--- config.mk ---
export PLATFORM = sky130hd
export DESIGN_NAME = htu_req_queue
export DESIGN_NICKNAME = d
export VERILOG_FILES = /design/src/rtl/htu_req_queue.sv
export SDC_FILE = /design/constraint.sdc
export NUM_CORES = 1
export LEC_CHECK = 0
export ABC_CLOCK_PERIOD_IN_PS = 4450
export CAP_MARGIN = 15
export CELL_PAD_IN_SITES_DETAIL_PLACEMENT = 0
export CELL_PAD_IN_SITES_GLOBAL_PLACEMENT = 1
export CORE_MARGIN = 2
export CORE_UTILIZATION = 45
export CTS_CLUSTER_DIAMETER = 150
export CTS_CLUSTER_SIZE = 16
export DETAILED_ROUTE_END_ITERATION = 16
export GPL_TIMING_DRIVEN = 0
export PLACE_DENSITY = 0.75
export SLEW_MARGIN = 0
export SYNTH_ARGS = -nofsm -noshare
export SYNTH_HDL_FRONTEND = slang
export SYNTH_SLANG_ARGS = --single-unit
export TNS_END_PERCENT = 5
--- constraint.sdc ---
create_clock -name clk_i -period 4.45 [get_ports clk_i]
set_clock_uncertainty 0.15 [all_clocks]
set_input_delay 0.89 -clock clk_i [delete_from_list [all_inputs] [get_ports clk_i]]
set_output_delay 0.89 -clock clk_i [all_outputs]
set_load 0.05 [all_outputs]
--- src/rtl/htu_req_queue.sv ---
// Per-bank in-order request queue with an outstanding-line table that holds
// same-line requests back; same-cycle bypass when HTU_REQ_BYPASS_EN is defined.
module htu_req_queue #(
  parameter int DEPTH   = 4,
  parameter int OST_NUM = 4,
  localparam int AW = $clog2(DEPTH),
  localparam int SW = $clog2(OST_NUM)
) (
  input  logic          clk_i,
  input  logic          rst_i,
  input  logic          xbar_htu_valid_i,
  output logic          xbar_htu_allowIn_o,
  input  logic [1:0]    xbar_htu_ch_id_i,
  input  logic [1:0]    xbar_htu_opcode_i,
  input  logic [27:0]   xbar_htu_addr_i,
  input  logic [7:0]    xbar_htu_wbuffer_id_i,
  output logic          htu_pipe_valid_o,
  input  logic          htu_pipe_ready_i,
  output logic [1:0]    htu_pipe_ch_id_o,
  output logic [1:0]    htu_pipe_opcode_o,
  output logic [27:0]   htu_pipe_addr_o,
  output logic [7:0]    htu_pipe_wbuffer_id_o,
  output logic [SW-1:0] htu_pipe_slot_o,
  input  logic          htu_done_valid_i,
  input  logic [SW-1:0] htu_done_slot_i,
  output logic [AW:0]   queue_cnt_o
);

  typedef struct packed {
    logic [1:0]  ch_id;
    logic [1:0]  opcode;
    logic [27:0] addr;
    logic [7:0]  wbuffer_id;
  } req_t;

  req_t          mem [DEPTH];
  logic [AW-1:0] wr_ptr;
  logic [AW-1:0] rd_ptr;
  logic [AW:0]   count;
  logic          ost_vld [OST_NUM];
  logic [27:0]   ost_addr [OST_NUM];

  req_t          head;
  req_t          in_req;
  logic          empty;
  logic          hazard;
  logic          free_ok;
  logic [SW-1:0] free_idx;
  logic          fifo_rdy;
  logic          byp;
  logic          push;
  logic          fifo_pop;
  logic          issue;

  assign head   = mem[rd_ptr];
  assign in_req = '{ch_id:      xbar_htu_ch_id_i,
                    opcode:     xbar_htu_opcode_i,
                    addr:       xbar_htu_addr_i,
                    wbuffer_id: xbar_htu_wbuffer_id_i};
  assign empty  = (count == '0);

  always_comb begin
    hazard = 1'b0;
    for (int i = 0; i < OST_NUM; i++)
      if (ost_vld[i] && ost_addr[i] == head.addr)
        hazard = 1'b1;
  end

  // Scan downward so the lowest free index wins.
  always_comb begin
    free_ok  = 1'b0;
    free_idx = '0;
    for (int i = OST_NUM - 1; i >= 0; i--)
      if (!ost_vld[i]) begin
        free_ok  = 1'b1;
        free_idx = SW'(i);
      end
  end

`ifdef HTU_REQ_BYPASS_EN
  logic in_hit;

  always_comb begin
    in_hit = 1'b0;
    for (int i = 0; i < OST_NUM; i++)
      if (ost_vld[i] && ost_addr[i] == xbar_htu_addr_i)
        in_hit = 1'b1;
  end

  assign byp = empty && xbar_htu_valid_i && free_ok && !in_hit;
`else
  assign byp = 1'b0;
`endif

  assign xbar_htu_allowIn_o = (count != (AW+1)'(DEPTH));
  assign fifo_rdy  = !empty && !hazard && free_ok;
  assign htu_pipe_valid_o = fifo_rdy || byp;
  assign issue     = htu_pipe_valid_o && htu_pipe_ready_i;
  assign fifo_pop  = fifo_rdy && htu_pipe_ready_i;
  assign push      = xbar_htu_valid_i && xbar_htu_allowIn_o
                   && !(byp && htu_pipe_ready_i);

  assign htu_pipe_ch_id_o      = byp ? in_req.ch_id      : head.ch_id;
  assign htu_pipe_opcode_o     = byp ? in_req.opcode     : head.opcode;
  assign htu_pipe_addr_o       = byp ? in_req.addr       : head.addr;
  assign htu_pipe_wbuffer_id_o = byp ? in_req.wbuffer_id : head.wbuffer_id;
  assign htu_pipe_slot_o       = free_idx;
  assign queue_cnt_o           = count;

  always_ff @(posedge clk_i or negedge rst_i) begin
    if (!rst_i) begin
      wr_ptr <= '0;
      rd_ptr <= '0;
      count  <= '0;
      for (int i = 0; i < DEPTH; i++)
        mem[i] <= '0;
      for (int i = 0; i < OST_NUM; i++) begin
        ost_vld[i]  <= 1'b0;
        ost_addr[i] <= '0;
      end
    end else begin
      if (push) begin
        mem[wr_ptr] <= in_req;
        wr_ptr      <= wr_ptr + 1'b1;
      end
      if (fifo_pop)
        rd_ptr <= rd_ptr + 1'b1;
      unique case ({push, fifo_pop})
        2'b10:   count <= count + 1'b1;
        2'b01:   count <= count - 1'b1;
        default: count <= count;
      endcase
      // Allocation targets a free slot, so it never collides with a live retire.
      if (htu_done_valid_i)
        ost_vld[htu_done_slot_i] <= 1'b0;
      if (issue) begin
        ost_vld[free_idx]  <= 1'b1;
        ost_addr[free_idx] <= htu_pipe_addr_o;
      end
    end
  end

endmodule

==> impl_metrics.tcl, run 1 <==
set metrics [dict create \
    timing_worst_setup_path_type "reg -> out" \
    layout-drive-gt1-share_pct 34.0 \
    drv.max_cap_violation_count 0 \
    design.portCount 94 \
    portBuffers 93 \
    synth_largest_type_area_fraction_pct 50.6 \
    layout_common_cells "283 x sky130_fd_sc_hd__dfrtp_1, 211 x sky130_fd_sc_hd__mux2_2, 82 x sky130_fd_sc_hd__clkdlybuf4s50_1, 64 x sky130_fd_sc_hd__xnor2_1, 63 x sky130_fd_sc_hd__mux2_1" \
    clock-sinks 283 \
    drt-total-wl_um 36200 \
    final_common_cell "sky130_fd_sc_hd__dfrtp_1" \
    ys_types 64 \
    synth_seq_cells 283 \
    routabilityCongestion 0.887 \
    failed_checks "setup timing" \
    synth.largest_area_cell "sky130_fd_sc_hd__dfrtp_1" \
    maxClockFrequency_mhz 219 \
    synthesized_instance_count 989 \
    gr-total-overflow 0 \
    clk_transition_reported_paths_ps 70 \
    wl_cell_um 23.7 \
    synth_enable_flop_cells 0 \
    clkLatencyLatePin_ps 530 \
    outcome "complete, but fails checks" \
    cp.required_ps 3410 \
    critical_path_peak_fanout 10 \
    yosys-top-cells-area "sky130_fd_sc_hd__dfrtp_1 51%, sky130_fd_sc_hd__mux2_2 17%, sky130_fd_sc_hd__mux4_2 6.1%" \
    die_width_um 180 \
    final.setup.worst_slack_ps -113 \
    grt_antenna_before_repair 1 \
    place_hpwl_um 25000 \
    worst_min_path_class "in -> async" \
    synthesis.area_um2 14000 \
    core_region_area_um2 30600 \
    rsz_0062_raised_after_global_routing "yes" \
    period_minus_slack_ps 4560 \
    tightestPinTransition_ps 933 \
    drt_iter0_drc 589 \
    area_growth_syn_to_layout_pct 18.3 \
    tritoncts "built" \
    die-area_um2 32500 \
    floorplan.rows 64 \
    nets 1185 \
    first_global_vias 9061 \
    floorplan.initialDensity_pct 45.8 \
    globalRouteTotalUtil_pct 22.5 \
    synth-seq-area-share_pct 50.6 \
    cts_buffers 21 \
    crit_arrival_ps 3520 \
    end_kind "output port" \
    postSynthNetCount 1042 \
    cts-root-buf "sky130_fd_sc_hd__clkbuf_16" \
    cp_cell_sequence "buf_12, buf_12, buf_16, buf_8, mux4_2, o22ai_2, nor4b_4, nand4_1, a2111oi_4, a21oi_4, and2_4, buf_8" \
    grt_start_max_net_pins 118 \
    cts_buffer_depth 3 \
    die_height_um 180 \
    final.period_utilization_pct 103 \
    setup_viol 1 \
    hold_buffers 0 \
    global_route_wire_length_before_repair_um 55700 \
    ctsHtreeMaxLevel 1 \
    final_slew_violations 0 \
    slowest_delay_ps 470 \
    final-instance-count-excl-fill 1529 \
    firstDrtPassIters 5 \
    post_synth.cell_area_avg_um2 14.2 \
    synth_ff_type "sky130_fd_sc_hd__dfrtp_1" \
    depth_of_the_worst_register_to_register_path 18 \
    setup.worst_path.start_class "register" \
    vias 8617 \
    post_drt_via_cell_ratio 5.64 \
    yosys_warnings 0 \
    final_hold_viol_count 0 \
    post-place-cells 1480 \
    synth-async-reset-ratio_pct 100 \
    slew_headroom_pct 37.8 \
    ant_nets 0 \
    fin_hold_ws_ps 127 \
    fill_cells 2643 \
    drc 0 \
    worst_path_max_delay_cell "sky130_fd_sc_hd__mux4_2" \
]
[worst paths after layout]
path / from / endpoint / slack [ps]
max: rd_ptr[0] / htu_pipe_valid_o / -110
min: rst_i / ost_addr[22] / 130
max reg2reg: rd_ptr[0] / queue_cnt_o[2] / 270
min reg2reg: mem[47] / mem[47] / 350
max in group asynchronous: rst_i / ost_addr[80] / 2600
min in group clk_i: mem[47] / mem[47] / 350
[sequential cells by signal (all words and copies together) (netlist names)]
| signal | count |
|---|---|
| ost_vld | 4 |
| mem | 160 |
| rd_ptr | 2 |
| wr_ptr | 2 |
| ost_addr | 112 |
| queue_cnt_o | 3 |
[Yosys cell counts (3+ instances only)]
master                      count
sky130_fd_sc_hd__a21oi_1        8
sky130_fd_sc_hd__a22oi_1        3
sky130_fd_sc_hd__and2_1         3
sky130_fd_sc_hd__buf_1          4
sky130_fd_sc_hd__buf_2         16
sky130_fd_sc_hd__buf_4         12
sky130_fd_sc_hd__buf_6         13
sky130_fd_sc_hd__clkbuf_1      18
sky130_fd_sc_hd__dfrtp_1      283
sky130_fd_sc_hd__ha_1           5
sky130_fd_sc_hd__inv_1         19
sky130_fd_sc_hd__mux2_1        63
sky130_fd_sc_hd__mux2_2       211
sky130_fd_sc_hd__mux2i_1       37
sky130_fd_sc_hd__mux4_2        38
sky130_fd_sc_hd__nand2_1       23
sky130_fd_sc_hd__nand2b_1       5
sky130_fd_sc_hd__nand3_1        5
sky130_fd_sc_hd__nand4_1       13
sky130_fd_sc_hd__nor2_1         8
sky130_fd_sc_hd__nor2b_1        3
sky130_fd_sc_hd__nor3_1         4
sky130_fd_sc_hd__nor4_1        11
sky130_fd_sc_hd__o2111ai_1      5
sky130_fd_sc_hd__o21ai_0       18
sky130_fd_sc_hd__o221ai_1       3
sky130_fd_sc_hd__o22ai_1        4
sky130_fd_sc_hd__o2bb2ai_1      3
sky130_fd_sc_hd__xnor2_1       66
sky130_fd_sc_hd__xor2_1        37
[per-layer routing]
| layer | global-route usage [%] | part of all wire, % |
|---|---|---|
| met2 | 37.9 | 48 |
| met5 | 0 | 0 |
| met4 | 6.35 | 3.2 |
| met3 | 3.40 | 4.3 |
| met1 | 30.3 | 44 |
[timing repair]
| action | in CTS | in global routing |
|---|---|---|
| cloned | 1 | 0 |
| pin swaps | 13 | 1 |
| endpoints found under the setup margin | 15 | 6 |
| gates resized for setup | 76 | 4 |
| buffers inserted | 30 | 0 |
[critical path, delay by kind of cell (launching register included)]
| kind | cells | cell delay, ps |
|---|---|---|
| multiplexers | 1 | 470 |
| AO/OA/AOI/OAI | 3 | 590 |
| AND/OR/NAND/NOR | 3 | 820 |
| buffers and inverters | 5 | 710 |
| flip-flops | 1 | 400 |
[metrics by stage]
step                      setup slack, ps  util, %  cell area [um^2]   TNS, ps
after global placement             -10170     50.4             15400  -2877880
after global routing                 -195     54.1             16600      -195
after floorplan                       465        -             14000         0
final                                -113     54.1             16600      -113
after CTS                           -53.2     54.1             16500     -53.2
after detailed placement             -928     50.6             15500     -8820
[area by class of cell]
type	instances	area, um^2	area share, %
clock buffer	21	526	3.17
inverter	19	71.3	0.431
buffer	60	526	3.17
timing repair buffer	126	1300	7.85
tap	396	495	2.99
clock inverter	2	16.3	0.0982
antenna	1	2.50	0.0151
sequential	283	7080	42.8
multi-input combinational	621	6540	39.5
[cell families (layout without fill, tap and decap cells)]
| family | Yosys count | after routing | synth area share, % |
|---|---|---|---|
| multiplexers | 351 | 351 | 31.0 |
| other | 0 | 1 | 0 |
| XOR/XNOR | 104 | 104 | 6.56 |
| buffers and inverters | 85 | 228 | 3.72 |
| AND/OR/NAND/NOR | 90 | 90 | 3.75 |
| AO/OA/AOI/OAI | 70 | 70 | 3.80 |
| flip-flops | 283 | 283 | 50.6 |
| adder cells (fa/ha/maj) | 6 | 6 | 0.590 |
Power of run 1 is not shown: default switching activity piles up to over one toggle a cycle in this logic, so the estimate is an artifact.
==> inputs of run 2 (changes only) <==
--- a/config.mk
+++ b/config.mk
@@ -5,7 +5,7 @@
 export SDC_FILE = /design/constraint.sdc
 export NUM_CORES = 1
 export LEC_CHECK = 0
-export ABC_CLOCK_PERIOD_IN_PS = 4450
+export ABC_CLOCK_PERIOD_IN_PS = 5200
 export CAP_MARGIN = 15
 export CELL_PAD_IN_SITES_DETAIL_PLACEMENT = 0
 export CELL_PAD_IN_SITES_GLOBAL_PLACEMENT = 1
@@ -15,7 +15,8 @@
 export CTS_CLUSTER_SIZE = 16
 export DETAILED_ROUTE_END_ITERATION = 16
 export GPL_TIMING_DRIVEN = 0
-export PLACE_DENSITY = 0.75
+export PLACE_DENSITY_LB_ADDON = 0.12
+export RECOVER_POWER = 100
 export SLEW_MARGIN = 0
 export SYNTH_ARGS = -nofsm -noshare
 export SYNTH_HDL_FRONTEND = slang
==> constraint.sdc (replaced) <==
create_clock -name clk_i -period 5.2 [get_ports clk_i]
set_clock_uncertainty 0.15 [all_clocks]
set_input_delay 1.04 -clock clk_i [delete_from_list [all_inputs] [get_ports clk_i]]
set_output_delay 1.04 -clock clk_i [all_outputs]
set_load 0.05 [all_outputs]
==> run 2 against run 1 <==
  * The run ends with capacitance limit, slew limit left
  * Wire length increased by 1.0%
  * Setup slack gained 240 ps
  * First-iteration DRC count decreased by 31%
  * Global-route usage increased by 0.24 points
  * Design area decreased by 3.3%
  * Hold slack better by 230 ps
  * Die area is the same
  * Critical path type unchanged
  * Critical endpoint unchanged
  * Largest cell class unchanged
  * Highest routed layer unchanged
==> impl_metrics.tcl, run 2 (synthesis gave the netlist of run 1 again) <==
set metrics [dict create \
    utilization_of_the_core_after_routing_pct 52.3 \
    first_global_vias 8914 \
    vias 8535 \
    clkLatencyLatePin_ps 530 \
    floorplan.rows 64 \
    final_slew_violations 82 \
    tightestPinTransition_ps 3830 \
    tritoncts "built" \
    die_width_um 180 \
    fill_cells 2692 \
    rsz_0062_raised_after_global_routing "no" \
    drc 0 \
    registers_with_the_most_flip_flops "mem x160, ost_addr x112, ost_vld x4" \
    n_antenna_cell 0 \
    combined_area_of_the_multi_input_logic_cells_um2 6430 \
    globalRouteTotalUtil_pct 22.7 \
    drv.max_cap_violation_count 1 \
    final.period_utilization_pct 97.6 \
    cts_setup_buffers 0 \
    flip_flop_and_latch_area_um2 7080 \
    portBuffers 93 \
    cts_buffer_depth 3 \
    grt_start_max_net_pins 104 \
    crit_arrival_ps 3890 \
    wl_cell_um 24.3 \
    ant_nets 0 \
    setup_viol 0 \
    die_height_um 180 \
    max_flop_register "mem" \
    grt_antenna_before_repair 0 \
    drt-total-wl_um 36600 \
    gr-total-overflow 0 \
    outcome "complete, but fails checks" \
    period_minus_slack_ps 5080 \
    die-area_um2 32500 \
    clock-sinks 283 \
    minimum_setup_slack_after_placement_ps -58.5 \
    area_growth_syn_to_layout_pct 14.3 \
    critical_path_peak_fanout 10 \
    cts-root-buf "sky130_fd_sc_hd__clkbuf_16" \
    routabilityCongestion 0.834 \
    floorplan.initialDensity_pct 45.8 \
    failed_checks "capacitance limit, slew limit" \
    hold_buffers 0 \
    maxClockFrequency_mhz 197 \
    setup.worst_path.start_class "register" \
    final.setup.worst_slack_ps 125 \
    design.portCount 94 \
    global_route_wire_length_before_repair_um 56200 \
    clk_transition_reported_paths_ps 80 \
    final_common_cell "sky130_fd_sc_hd__dfrtp_1" \
    place_area_um2 15500 \
    fin_hold_ws_ps 354 \
    largest_reg_flops 160 \
    core_region_area_um2 30600 \
    firstDrtPassIters 5 \
    place_hpwl_um 25700 \
    ctsHtreeMaxLevel 1 \
    worst_min_path_class "reg -> reg" \
    final_hold_viol_count 0 \
    cp.required_ps 4010 \
    end_kind "output port" \
    cts_buffers 21 \
    post_drt_via_cell_ratio 5.67 \
    drt_iter0_drc 405 \
    layout_common_cells "283 x sky130_fd_sc_hd__dfrtp_1, 211 x sky130_fd_sc_hd__mux2_2, 66 x sky130_fd_sc_hd__xnor2_1, 63 x sky130_fd_sc_hd__mux2_1, 45 x sky130_fd_sc_hd__clkdlybuf4s50_1" \
    layout-drive-gt1-share_pct 29.9 \
    post-route-cell-area_um2 16000 \
    timing_worst_setup_path_type "reg -> out" \
    nets 1161 \
    slew_headroom_pct -155 \
]
[run 2: final timing paths]
check	cells past startpoint	start	slack [ps]	to
min reg2reg	1	mem[64]	350	mem[64]
max in group asynchronous	3	rst_i	850	mem[117]
max	11	rd_ptr[1]	120	htu_pipe_valid_o
min in group asynchronous	1	rst_i	1820	ost_addr[43]
max reg2reg	13	rd_ptr[1]	290	ost_addr[23]
min	1	mem[64]	350	mem[64]
[run 2: critical path: stages (launching register included)]
cell and delay [ps]:
sky130_fd_sc_hd__dfrtp_1 420, sky130_fd_sc_hd__buf_6 230, sky130_fd_sc_hd__buf_6 210, sky130_fd_sc_hd__buf_4 270, sky130_fd_sc_hd__buf_4 280, sky130_fd_sc_hd__mux2i_1 310
sky130_fd_sc_hd__o21ai_0 240, sky130_fd_sc_hd__a221oi_2 410, sky130_fd_sc_hd__and4_1 370, sky130_fd_sc_hd__a21oi_4 140, sky130_fd_sc_hd__and2_1 210, sky130_fd_sc_hd__clkbuf_2 240
[run 2: final cells by class]
| class | instances | share of cell area (%) |
|---|---|---|
| Inverter | 19 | 0.446 |
| Clock buffer | 21 | 3.28 |
| Timing Repair Buffer | 96 | 6.13 |
| Clock inverter | 2 | 0.102 |
| Sequential cell | 283 | 44.2 |
| Tap cell | 396 | 3.10 |
| Multi-Input combinational cell | 621 | 40.2 |
| Buffer | 66 | 2.53 |
[run 2: metrics by stage]
| step | setup TNS, ps | cells |
|---|---|---|
| after CTS | -62.3 | 1504 |
| after floorplan | 0 | 989 |
| after global routing | 0 | 1504 |
| after detailed placement | -214 | 1481 |
| after global placement | -2799180 | 1478 |
| final | 0 | 1504 |
[run 2: timing repair]
item / in CTS / in global routing
pin swaps: 1 / 3
endpoints found under the hold margin: 0 / 0
endpoints found under the setup margin: 10 / 4
resized for setup: 17 / 13
[run 2: layer usage]
metal / part of all wire [%] / vias up / global-route usage (%)
li1: - / 3823 / -
met1: 46 / 4510 / 32.1
met2: 48 / 167 / 37.4
met3: 4.2 / 35 / 3.62
met4: 2.0 / 0 / 4.61
met5: 0 / - / 0
Power of run 2 is left out for the same reason.
==> patch 1: new RTL, flow settings as in run 1 <==
Put one more register stage on the output `queue_cnt_o`. The value now appears one clock later. The other outputs are not delayed to match.
--- a/src/rtl/htu_req_queue.sv
+++ b/src/rtl/htu_req_queue.sv
@@ -105,7 +105,9 @@
   assign htu_pipe_addr_o       = byp ? in_req.addr       : head.addr;
   assign htu_pipe_wbuffer_id_o = byp ? in_req.wbuffer_id : head.wbuffer_id;
   assign htu_pipe_slot_o       = free_idx;
-  assign queue_cnt_o           = count;
+  always_ff @(posedge clk_i) begin
+    queue_cnt_o <= count;
+  end
 
   always_ff @(posedge clk_i or negedge rst_i) begin
     if (!rst_i) begin
Behaviour: not the same (a bounded check fails within 4 cycles, from zero or initial values and one cycle with rst_i low).
==> patch 1 against run 1 <==
Critical path type unchanged; synthesized area grew 1.4%; utilization shrank 0.42 points; the flow still finishes with violations (negative setup slack); hold slack gained 0.043 ns; sequential cell count grew 3; final area grew 1.6%; register-to-register slack lost 0.08 ns; fmax grew 0.26%; worst setup slack gained 0.012 ns; wire length grew 3.1%; largest cell class unchanged.
Power is not shown: default switching activity piles up to over one toggle a cycle in this logic, so the estimate is an artifact.
==> patch 1: results (changes against run 1) <==
stage;metric;value;unit;change
finish;diodes;0;;-1
global_routing;grt_use_met1;33.91;%;+3.6 points
global_routing;use_met3;2.086;%;-1.3 points
sta;max_slew_margin;37.37;%;-0.42 points
logic_synthesis;synthAdderAreaFrac;0.5819;%;-0.0081 points
finish;finish.net_count;1187;;+0.17%
global_routing;grt_pass1_wl;57730;microns;+3.7%
critical_path;cpMaxStageDelayCell;or4b_2;;
drt;via_per_inst;5.690;;+0.97%
drt;routed-wl-met3;1240;microns;-21%
logic_synthesis;avgSynthCellArea;14.22;sq um;+0.47%
logic_synthesis;yosysSeqAreaShare;50.32;%;-0.27 points
global_routing;track_usage;23.17;%;+0.70 points
placement;place_inst;1495;;+1.0%
global_routing;use_met2;38.02;%;+0.099 points
logic_synthesis;synth_cell_type_count;59;;-7.8%
global_routing;grt_antenna_before_repair;0;;-1
placement;placed_cell_area;15690;sq um;+1.3%
sta;setup_viol;1;;unchanged
outcome;violations;negative setup slack;;
placement;dp_hpwl;26010;microns;+3.9%
sta;setup_ws;-0.1010;ns;+0.01178 ns
global_routing;grt_max_degree;120;;+1.7%
sta;tns;-0.1010;ns;+0.01178 ns
placement;gp_congestion;0.9003;;+1.5%
outcome;status;finished with violations;;
finish;num-fill-cells;2664;;+0.79%
[patch 1: cell type report]
type / instances / area [sq um] / share of cell area (%)
timing repair buffer: 125 / 1292 / 7.686
inverter: 16 / 60.06 / 0.3571
clock buffer: 29 / 565.5 / 3.363
sequential: 286 / 7143 / 42.48
multi-input combinational: 629 / 6780 / 40.32
buffer: 55 / 462.9 / 2.753
clock inverter: 1 / 8.758 / 0.05208
tap: 402 / 503.0 / 2.991
[patch 1: worst paths after layout]
path	start	depth (start not counted)	slack, ns	endpoint
max in group asynchronous	rst_i	2	2.96	mem[4]
min in group clk_i	count[1]	0	0.31	queue_cnt_o[1]
worst min-delay path	rst_i	1	0.17	ost_addr[36]
worst min register to register	count[1]	0	0.31	queue_cnt_o[1]
worst max register to register	rd_ptr[1]	19	0.19	count[2]
worst max-delay path	rd_ptr[1]	11	-0.10	htu_pipe_valid_o
==> patch 2: new RTL, flow settings as in run 1 <==
Made on the original files. The parameter `DEPTH` goes from 4 to 8.
--- a/src/rtl/htu_req_queue.sv
+++ b/src/rtl/htu_req_queue.sv
@@ -1,7 +1,7 @@
 // Per-bank in-order request queue with an outstanding-line table that holds
 // same-line requests back; same-cycle bypass when HTU_REQ_BYPASS_EN is defined.
 module htu_req_queue #(
-  parameter int DEPTH   = 4,
+  parameter int DEPTH   = 8,
   parameter int OST_NUM = 4,
   localparam int AW = $clog2(DEPTH),
   localparam int SW = $clog2(OST_NUM)
Interface: changed (resized queue_cnt_o); port bits go from 94 to 95. No check against the original RTL was run, so the function may have changed too.
==> patch 2 against run 1 <==
The flow still finishes with violations (negative setup slack); synthesized area rose by 53%; sequential cell count rose by 163; wire length rose by 60%; final area rose by 51%; first-iteration DRC count rose by 61%; via count rose by 56%; worst setup slack got worse by 0.11 ns; sequential share of layout area rose by 1.8 points; largest cell class unchanged.
Power is not shown: default switching activity piles up to over one toggle a cycle in this logic, so the estimate is an artifact.
==> patch 2: results (changes against run 1) <==
stage;metric;value;unit;change
placement;dp_hpwl;39250;microns;+57%
critical_path;reg2reg_depth;17;;-1
drt;wl_met2;27890;microns;+59%
logic_synthesis;yosys-top-cells-count;dfrtp_1, mux2_2, mux2i_1;;
clock_network;cts-buffers-inserted;31;;+48%
drt;highest_layer;met5;;
finish;num-fill-cells;3926;;+49%
outcome;violations;negative setup slack;;
global_routing;track_usage;23.27;%;+0.79 points
logic_synthesis;syn_nets;1576;;+51%
clock_network;insertion_delay;0.60;ns;+0.07 ns
sta;setup_viol;1;;unchanged
placement;placed_cell_area;23190;sq um;+50%
finish;finish.net_count;1737;;+47%
critical_path;crit_family;multiplexers;;
global_routing;use_met2;39.05;%;+1.1 points
logic_synthesis;yosysSeqAreaShare;52.21;%;+1.6 points
sta;tns;-0.2200;ns;-0.1073 ns
logic_synthesis;syn_inst;1523;;+54%
logic_synthesis;synth_cell_type_count;56;;-13%
global_routing;grt_use_met1;31.88;%;+1.6 points
logic_synthesis;synth_xor_area_share;1.967;%;-4.6 points
sta;setup_ws;-0.2200;ns;-0.1073 ns
critical_path;critPathMaxFanout;6;;-4
outcome;status;finished with violations;;
placement;dp_slack;-1.474;ns;-0.5463 ns
logic_synthesis;synth.area.mux_share;32.51;%;+1.5 points
sta;worstMarginPinSlew;1.106;ns;+0.1727 ns
placement;gp_congestion;0.8354;;-5.8%
global_routing;grt_pass1_wl;86710;microns;+56%
drt;first_iter_violations;948;;+61%
clock_network;cts_resized;148;;+95%
global_routing;grt_max_degree;128;;+8.5%
placement;place_inst;2228;;+51%
finish;reg.largest.list;mem (320), ost_addr (112);;
clock_network;cts_setup_buffers;15;;-50%
placement;io_buffers;94;;+1.1%
critical_path;worstPathArrival;3.63;ns;+0.11 ns
finish;diodes;0;;-1
finish;final_cells;2291;;+50%
drt;via_per_inst;5.875;;+4.2%
global_routing;use_met3;3.313;%;-0.082 points
drt;m1WireLength;26070;microns;+63%
drt;wl_per_cell;25.28;microns;+6.8%
global_routing;grt_pass1_vias;13940;;+54%
drt;routed-wl-met3;2611;microns;+67%
finish;drive_gt1_share;41.98;%;+8.0 points
logic_synthesis;synth_area_leaders;dfrtp_1, mux2_2, mux4_2;;
logic_synthesis;synth_compound_area_share;4.682;%;+0.88 points
critical_path;max_stage_delay;0.51;ns;+0.04 ns
## patch 2: layout make-up
| cell class | count | area (sq um) | share of cell area (%) |
|---|---|---|---|
| Timing Repair Buffer | 133 | 1394 | 5.565 |
| Tap cell | 607 | 759.5 | 3.032 |
| Sequential cell | 446 | 11160 | 44.57 |
| Inverter | 10 | 37.54 | 0.1499 |
| Multi-Input combinational cell | 985 | 10280 | 41.05 |
| Clock inverter | 1 | 8.758 | 0.03497 |
| Clock buffer | 32 | 789.5 | 3.152 |
| Buffer | 77 | 613.1 | 2.448 |
## patch 2: final timing paths
kind	slack [ns]	startpoint	end
setup / recovery	-0.22	rd_ptr[0]	htu_pipe_valid_o
hold / removal	0.07	rst_i	queue_cnt_o[3]
min in group clk_i	0.35	mem[130]	mem[130]
hold reg to reg	0.35	mem[130]	mem[130]
setup reg to reg	0.01	rd_ptr[0]	queue_cnt_o[3]
max in group asynchronous	2.60	rst_i	mem[291]
